<file path="src/rtl/wb_stage_if.sv">
// Writeback-stage bus: EXU and LSU result handshakes in, register-file write,
// bypass and retire outputs.
interface wb_stage_if #(
  parameter int REG_W = 64,
  parameter int CNT_W = 64
);
  logic             exu_valid;
  logic             exu_ready;
  logic [4:0]       exu_rd;
  logic [REG_W-1:0] exu_data;
  logic             lsu_valid;
  logic             lsu_ready;
  logic [4:0]       lsu_rd;
  logic [REG_W-1:0] lsu_data;
  logic [2:0]       lsu_funct3;
  logic [2:0]       lsu_offset;
  logic [4:0]       w_addr;
  logic [REG_W-1:0] w_data;
  logic             w_ena;
  logic             fwd_valid;
  logic [4:0]       fwd_addr;
  logic [REG_W-1:0] fwd_data;
  logic             commit;
  logic [CNT_W-1:0] instret;

  modport master (
    output exu_valid, exu_rd, exu_data,
    output lsu_valid, lsu_rd, lsu_data, lsu_funct3, lsu_offset,
    input  exu_ready, lsu_ready,
    input  w_addr, w_data, w_ena, fwd_valid, fwd_addr, fwd_data, commit, instret
  );

  modport slave (
    input  exu_valid, exu_rd, exu_data,
    input  lsu_valid, lsu_rd, lsu_data, lsu_funct3, lsu_offset,
    output exu_ready, lsu_ready,
    output w_addr, w_data, w_ena, fwd_valid, fwd_addr, fwd_data, commit, instret
  );
endinterface

</file>
<file path="src/rtl/wb_stage.sv">
// Writeback stage: LSU-priority arbitration, load formatting, one registered
// register-file write per cycle, bypass copy and retire counter.
module wb_stage #(
  parameter int REG_W = 64,
  parameter int CNT_W = 64
) (
  input  logic         clk,
  input  logic         rst,
  wb_stage_if.slave    bus
);

  logic             exu_acc;
  logic             acc;
  logic [4:0]       acc_rd;
  logic [REG_W-1:0] acc_data;
  logic [REG_W-1:0] ld_sh;
  logic [REG_W-1:0] ld_fmt;

  logic             w_ena_q;
  logic             commit_q;
  logic [4:0]       w_addr_q;
  logic [REG_W-1:0] w_data_q;
  logic [CNT_W-1:0] instret_q;

  // Readies are forced low while reset is held.
  assign bus.lsu_ready = rst;
  assign bus.exu_ready = rst & ~bus.lsu_valid;

  assign exu_acc = bus.exu_valid & ~bus.lsu_valid;
  assign acc     = bus.lsu_valid | exu_acc;

  // Zero fill from the top makes word-crossing bytes read as 0.
  assign ld_sh = bus.lsu_data >> {bus.lsu_offset, 3'b000};

  always_comb begin
    ld_fmt = ld_sh;
    case (bus.lsu_funct3)
      3'b000:  ld_fmt = {{(REG_W-8){ld_sh[7]}},   ld_sh[7:0]};
      3'b001:  ld_fmt = {{(REG_W-16){ld_sh[15]}}, ld_sh[15:0]};
      3'b010:  ld_fmt = {{(REG_W-32){ld_sh[31]}}, ld_sh[31:0]};
      3'b100:  ld_fmt = {{(REG_W-8){1'b0}},       ld_sh[7:0]};
      3'b101:  ld_fmt = {{(REG_W-16){1'b0}},      ld_sh[15:0]};
      3'b110:  ld_fmt = {{(REG_W-32){1'b0}},      ld_sh[31:0]};
      default: ld_fmt = ld_sh;
    endcase
  end

  always_comb begin
    acc_rd   = bus.exu_rd;
    acc_data = bus.exu_data;
    if (bus.lsu_valid) begin
      acc_rd   = bus.lsu_rd;
      acc_data = ld_fmt;
    end
  end

  always_ff @(posedge clk or negedge rst) begin
    if (!rst) begin
      w_ena_q   <= 1'b0;
      commit_q  <= 1'b0;
      w_addr_q  <= '0;
      w_data_q  <= '0;
      instret_q <= '0;
    end else begin
      w_ena_q  <= acc & (acc_rd != 5'd0);
      commit_q <= acc;
      if (acc) begin
        w_addr_q  <= acc_rd;
        w_data_q  <= acc_data;
        instret_q <= instret_q + CNT_W'(1);
      end
    end
  end

  assign bus.w_ena     = w_ena_q;
  assign bus.w_addr    = w_addr_q;
  assign bus.w_data    = w_data_q;
  assign bus.fwd_valid = w_ena_q;
  assign bus.fwd_addr  = w_addr_q;
  assign bus.fwd_data  = w_data_q;
  assign bus.commit    = commit_q;
  assign bus.instret   = instret_q;

endmodule
</file>
<file path="src/flat_wrapper.sv">
// flat-port wrapper written by rule: the top's interface ports become plain ports
module wb_stage_flat 
#(
  parameter int REG_W = 64,
  parameter int CNT_W = 64
)
  (clk, rst, bus_exu_valid, bus_exu_rd, bus_exu_data, bus_lsu_valid, bus_lsu_rd, bus_lsu_data, bus_lsu_funct3, bus_lsu_offset, bus_exu_ready, bus_lsu_ready, bus_w_addr, bus_w_data, bus_w_ena, bus_fwd_valid, bus_fwd_addr, bus_fwd_data, bus_commit, bus_instret);
  wb_stage_if #(.REG_W(REG_W), .CNT_W(CNT_W)) bus_i ();
  input  logic clk;
  input  logic rst;
  input wire logic [$bits(bus_i.exu_valid)-1:0] bus_exu_valid;
  input wire logic [$bits(bus_i.exu_rd)-1:0] bus_exu_rd;
  input wire logic [$bits(bus_i.exu_data)-1:0] bus_exu_data;
  input wire logic [$bits(bus_i.lsu_valid)-1:0] bus_lsu_valid;
  input wire logic [$bits(bus_i.lsu_rd)-1:0] bus_lsu_rd;
  input wire logic [$bits(bus_i.lsu_data)-1:0] bus_lsu_data;
  input wire logic [$bits(bus_i.lsu_funct3)-1:0] bus_lsu_funct3;
  input wire logic [$bits(bus_i.lsu_offset)-1:0] bus_lsu_offset;
  output wire logic [$bits(bus_i.exu_ready)-1:0] bus_exu_ready;
  output wire logic [$bits(bus_i.lsu_ready)-1:0] bus_lsu_ready;
  output wire logic [$bits(bus_i.w_addr)-1:0] bus_w_addr;
  output wire logic [$bits(bus_i.w_data)-1:0] bus_w_data;
  output wire logic [$bits(bus_i.w_ena)-1:0] bus_w_ena;
  output wire logic [$bits(bus_i.fwd_valid)-1:0] bus_fwd_valid;
  output wire logic [$bits(bus_i.fwd_addr)-1:0] bus_fwd_addr;
  output wire logic [$bits(bus_i.fwd_data)-1:0] bus_fwd_data;
  output wire logic [$bits(bus_i.commit)-1:0] bus_commit;
  output wire logic [$bits(bus_i.instret)-1:0] bus_instret;
  assign bus_i.exu_valid = bus_exu_valid;
  assign bus_i.exu_rd = bus_exu_rd;
  assign bus_i.exu_data = bus_exu_data;
  assign bus_i.lsu_valid = bus_lsu_valid;
  assign bus_i.lsu_rd = bus_lsu_rd;
  assign bus_i.lsu_data = bus_lsu_data;
  assign bus_i.lsu_funct3 = bus_lsu_funct3;
  assign bus_i.lsu_offset = bus_lsu_offset;
  assign bus_exu_ready = bus_i.exu_ready;
  assign bus_lsu_ready = bus_i.lsu_ready;
  assign bus_w_addr = bus_i.w_addr;
  assign bus_w_data = bus_i.w_data;
  assign bus_w_ena = bus_i.w_ena;
  assign bus_fwd_valid = bus_i.fwd_valid;
  assign bus_fwd_addr = bus_i.fwd_addr;
  assign bus_fwd_data = bus_i.fwd_data;
  assign bus_commit = bus_i.commit;
  assign bus_instret = bus_i.instret;
  wb_stage #(.REG_W(REG_W), .CNT_W(CNT_W)) u_core (.clk(clk), .rst(rst), .bus(bus_i));
endmodule
</file>
<file path="config.mk">
export PLATFORM = sky130hd
export DESIGN_NAME = wb_stage_flat
export DESIGN_NICKNAME = d
export VERILOG_FILES = /design/src/rtl/wb_stage_if.sv /design/src/rtl/wb_stage.sv /design/src/flat_wrapper.sv
export SDC_FILE = /design/constraint.sdc
export NUM_CORES = 1
export LEC_CHECK = 0
export CAP_MARGIN = 20
export CORE_AREA = 2 2 139 141
export CTS_BUF_LIST = sky130_fd_sc_hd__clkbuf_8 sky130_fd_sc_hd__clkbuf_16
export DETAILED_ROUTE_END_ITERATION = 6
export DIE_AREA = 0 0 141 143
export PLACE_DENSITY = 0.86
export SLEW_MARGIN = 25
export SYNTH_ARGS = -nofsm -noshare
export SYNTH_HDL_FRONTEND = slang
export SYNTH_SLANG_ARGS = --single-unit
</file>
<file path="constraint.sdc">
create_clock -name clk -period 4.25 [get_ports clk]
set_input_delay 0.85 -clock clk [delete_from_list [all_inputs] [get_ports clk]]
set_output_delay 0.85 -clock clk [all_outputs]
set_load 0.03 [all_outputs]
</file>
==> out/metrics.cfg <==
[sta]
max_slew_margin = 0.470
fin_crit_sh = 0.745
fin_ws_ns = 1.09
setup_violations = 0
hold_viol_final = 0
hold_ws_ns = 0.366
tns_ns = 0
finClkSkew_ns = 0.0114
max_freq_ghz = 0.316
drv_slew = 0
worst_slew_pin_slew_ns = 0.787
rsz0062_at_grt = no
period_needed_ns = 3.16

[synthesis]
synthAdderAreaFrac = 0.00143
synth_seq_area_share = 0.386
synth_area_um2 = 8750
synth-xor-area-share = 0.0630
synthFlopType = dfrtp_1
synth_top_family_by_area = compound AO/OA/AOI/OAI gates
synthArstFlopShare = 1.00
yosys_warnings = 0
synth_edf_count = 0
yosys.cell_types.count = 53
synthesis.nets = 1000
syn_avg_cell_area_um2 = 10.3
synth-simple-area-share = 0.130
synth_compound_area_frac = 0.163
syn-instance-count = 851
ys_ff_latch = 135
synth.area.mux_share = 0.156

[clocking]
clk_latency_ns = 0.42
post_cts_buffers = 0
h-tree-depth = 4
cts_tree = yes
cts-root-buf = clkbuf_16
cts.sinks = 135
clockBufferDepth = 2
holdBufCountCts = 0
cts.repair.resized = 0
cts_made_buffers = 17
path_clk_slew_ns = 0.06

[pwr]
switchingPower_mw = 1.59
power_density_nw_per_um2 = 369
pwr-share-comb = 0.327
p_leak_nw = 5.17
p_seq_frac = 0.341
switching_share = 0.346
p_int_mw = 3.01
ir_worst_vdd_mv = 0.235
pwr-share-clk = 0.332
fin_total_pwr_mw = 4.61

[worst_setup_path]
path_max_fanout = 32
critPathArrivalTime_ns = 3.42
critPathTopFamily = compound AO/OA/AOI/OAI gates
reg2regPathDepth = 7
cp-start-kind = input pin
worstPathCellList = clkdlybuf4s50_1, nor2b_1, a22oi_2, a41oi_2, o311a_2, a22oi_1
crit_required_ns = 4.51
worstSetupPathType = input pin to register
slowest_stage = clkdlybuf4s50_1
crit_start = bus_lsu_offset[2]
r2r-start = u_core.bus.instret[0]
worst-path-buf-inv = 1
rr_endpoint = u_core.bus.instret[46]
end_kind = register
slowest_delay_ns = 0.82
endpoint = u_core.bus.fwd_data[44]
cp_num_cells = 6
rrSetupSlack_ns = 2.17

[min_path]
hold_path.class = input pin to asynchronous set/reset pin

[grt]
grt_usage = 0.303
grt_max_degree = 82
grt-ovfl-total = 0
grt_pass1_wl_um = 46600
grt_pass1_vias = 8119
antenna_found_initial = 5

[placed_design]
dp_slack_ns = 0.646
gp_congestion = 0.908
hpwl_um = 23300
io_buffers = 354

[die]
coreArea_um2 = 18600
fp-row-count = 50
die_w_um = 141
fp.dieH_um = 143
initial_utilization = 0.471
die-area_um2 = 20200
io_pins = 355

[route]
drt-total-wl_um = 31100
detail-route-antenna-nets = 0
drtIter0Drc = 711
drc = 0
dr.pass1.iters = 7
wl_per_cell_um = 22.9
vias = 8135
via_per_inst = 5.98

[cells_and_area]
syn_to_final_growth_pct = 42.7
layout_commonest_cell = clkdlybuf4s50_1
num-nets-final = 1257
fillers = 1418
drive_gt1_frac = 0.0937
ff_latch_area_um2 = 3380
multi_input_area_um2 = 4500
layout_common_cells = clkdlybuf4s50_1 (349), dfrtp_1 (135), mux2i_1 (72)

[flow_run]
cap_violations = 0

[outcome]
status = completed

## how the worst min path moves through the flow
| stage | endpoint | slack [ns] | cells after the start | startpoint |
|---|---|---|---|---|
| after floorplan | u_core.bus.commit | 0.55 | 0 | rst |
| after global placement | u_core.bus.instret[63] | 0.46 | 1 | u_core.bus.instret[63] |
| after detailed placement | u_core.bus.instret[63] | 0.46 | 1 | u_core.bus.instret[63] |
| after CTS | u_core.bus.instret[35] | 0.38 | 1 | rst |
| after global routing | u_core.bus.instret[22] | 0.42 | 1 | rst |
| final | u_core.bus.instret[33] | 0.37 | 1 | rst |
## power by group through the flow
stage | sequential [mW] | clock [mW] | combinational [mW]
4_1_cts | 1.57 | 1.56 | 1.51
3_3_place_gp | 1.58 | 0 | 1.48
5_1_grt | 1.58 | 1.61 | 1.58
3_5_place_dp | 1.59 | 0 | 1.50
6_report | 1.57 | 1.53 | 1.51
2_1_floorplan | 1.77 | 0 | 0.697
## area by class of cell
type / instances / share of cell area
well taps: 234 / 0.0234
clock inverters: 14 / 0.0141
diodes: 5 / 0.00100
multi-input cells: 571 / 0.361
flip-flops and latches: 135 / 0.271
repair buffers: 366 / 0.290
inverters: 17 / 0.00511
clock buffers: 18 / 0.0352
## metrics by stage
| stage | cell area [um^2] | util | cells |
|---|---|---|---|
| after floorplan | 8750 | - | 851 |
| after global placement | 11900 | 0.638 | 1323 |
| after detailed placement | 11900 | 0.638 | 1323 |
| after CTS | 12500 | 0.671 | 1355 |
| after global routing | 12500 | 0.672 | 1359 |
| final | 12500 | 0.672 | 1360 |
## routing by layer
layer / part of all wire / GRT usage
met5: 0 / 0
met1: 0.40 / 0.385
met4: 0.039 / 0.155
met2: 0.49 / 0.493
met3: 0.078 / 0.0617
## synthesized netlist by cell type (all sizes together) (14+ instances only)
cell type	n	area (um^2)
clkbuf	28	105
nand2	45	169
nor2b	24	150
a21oi	26	130
inv	17	63.8
a222oi	14	140
xor2	21	184
a22oi	69	523
mux2i	73	734
dfrtp	135	3380
a211oi	14	105
buf	100	717
o21ai	40	200
nor2	41	154
nand4	24	210
mux4	19	428
mux2	18	203
nand3	21	105
xnor2	42	368
## registers in the layout, summed over array words and instances, names as in the netlist
signal and cells:
u_core.bus.fwd_data 64, u_core.bus.fwd_addr 5, u_core.bus.instret 64, u_core.bus.commit 1, u_core.bus.fwd_valid 1
## logic make-up after synthesis
family	count (synthesis)
XOR/XNOR	63
AND/OR/NAND/NOR	198
flip-flops	135
multiplexers	110
buffers and inverters	145
adder cells (fa/ha/maj)	1
AO/OA/AOI/OAI	199
Note: power is estimated with default switching activity, not from simulation.
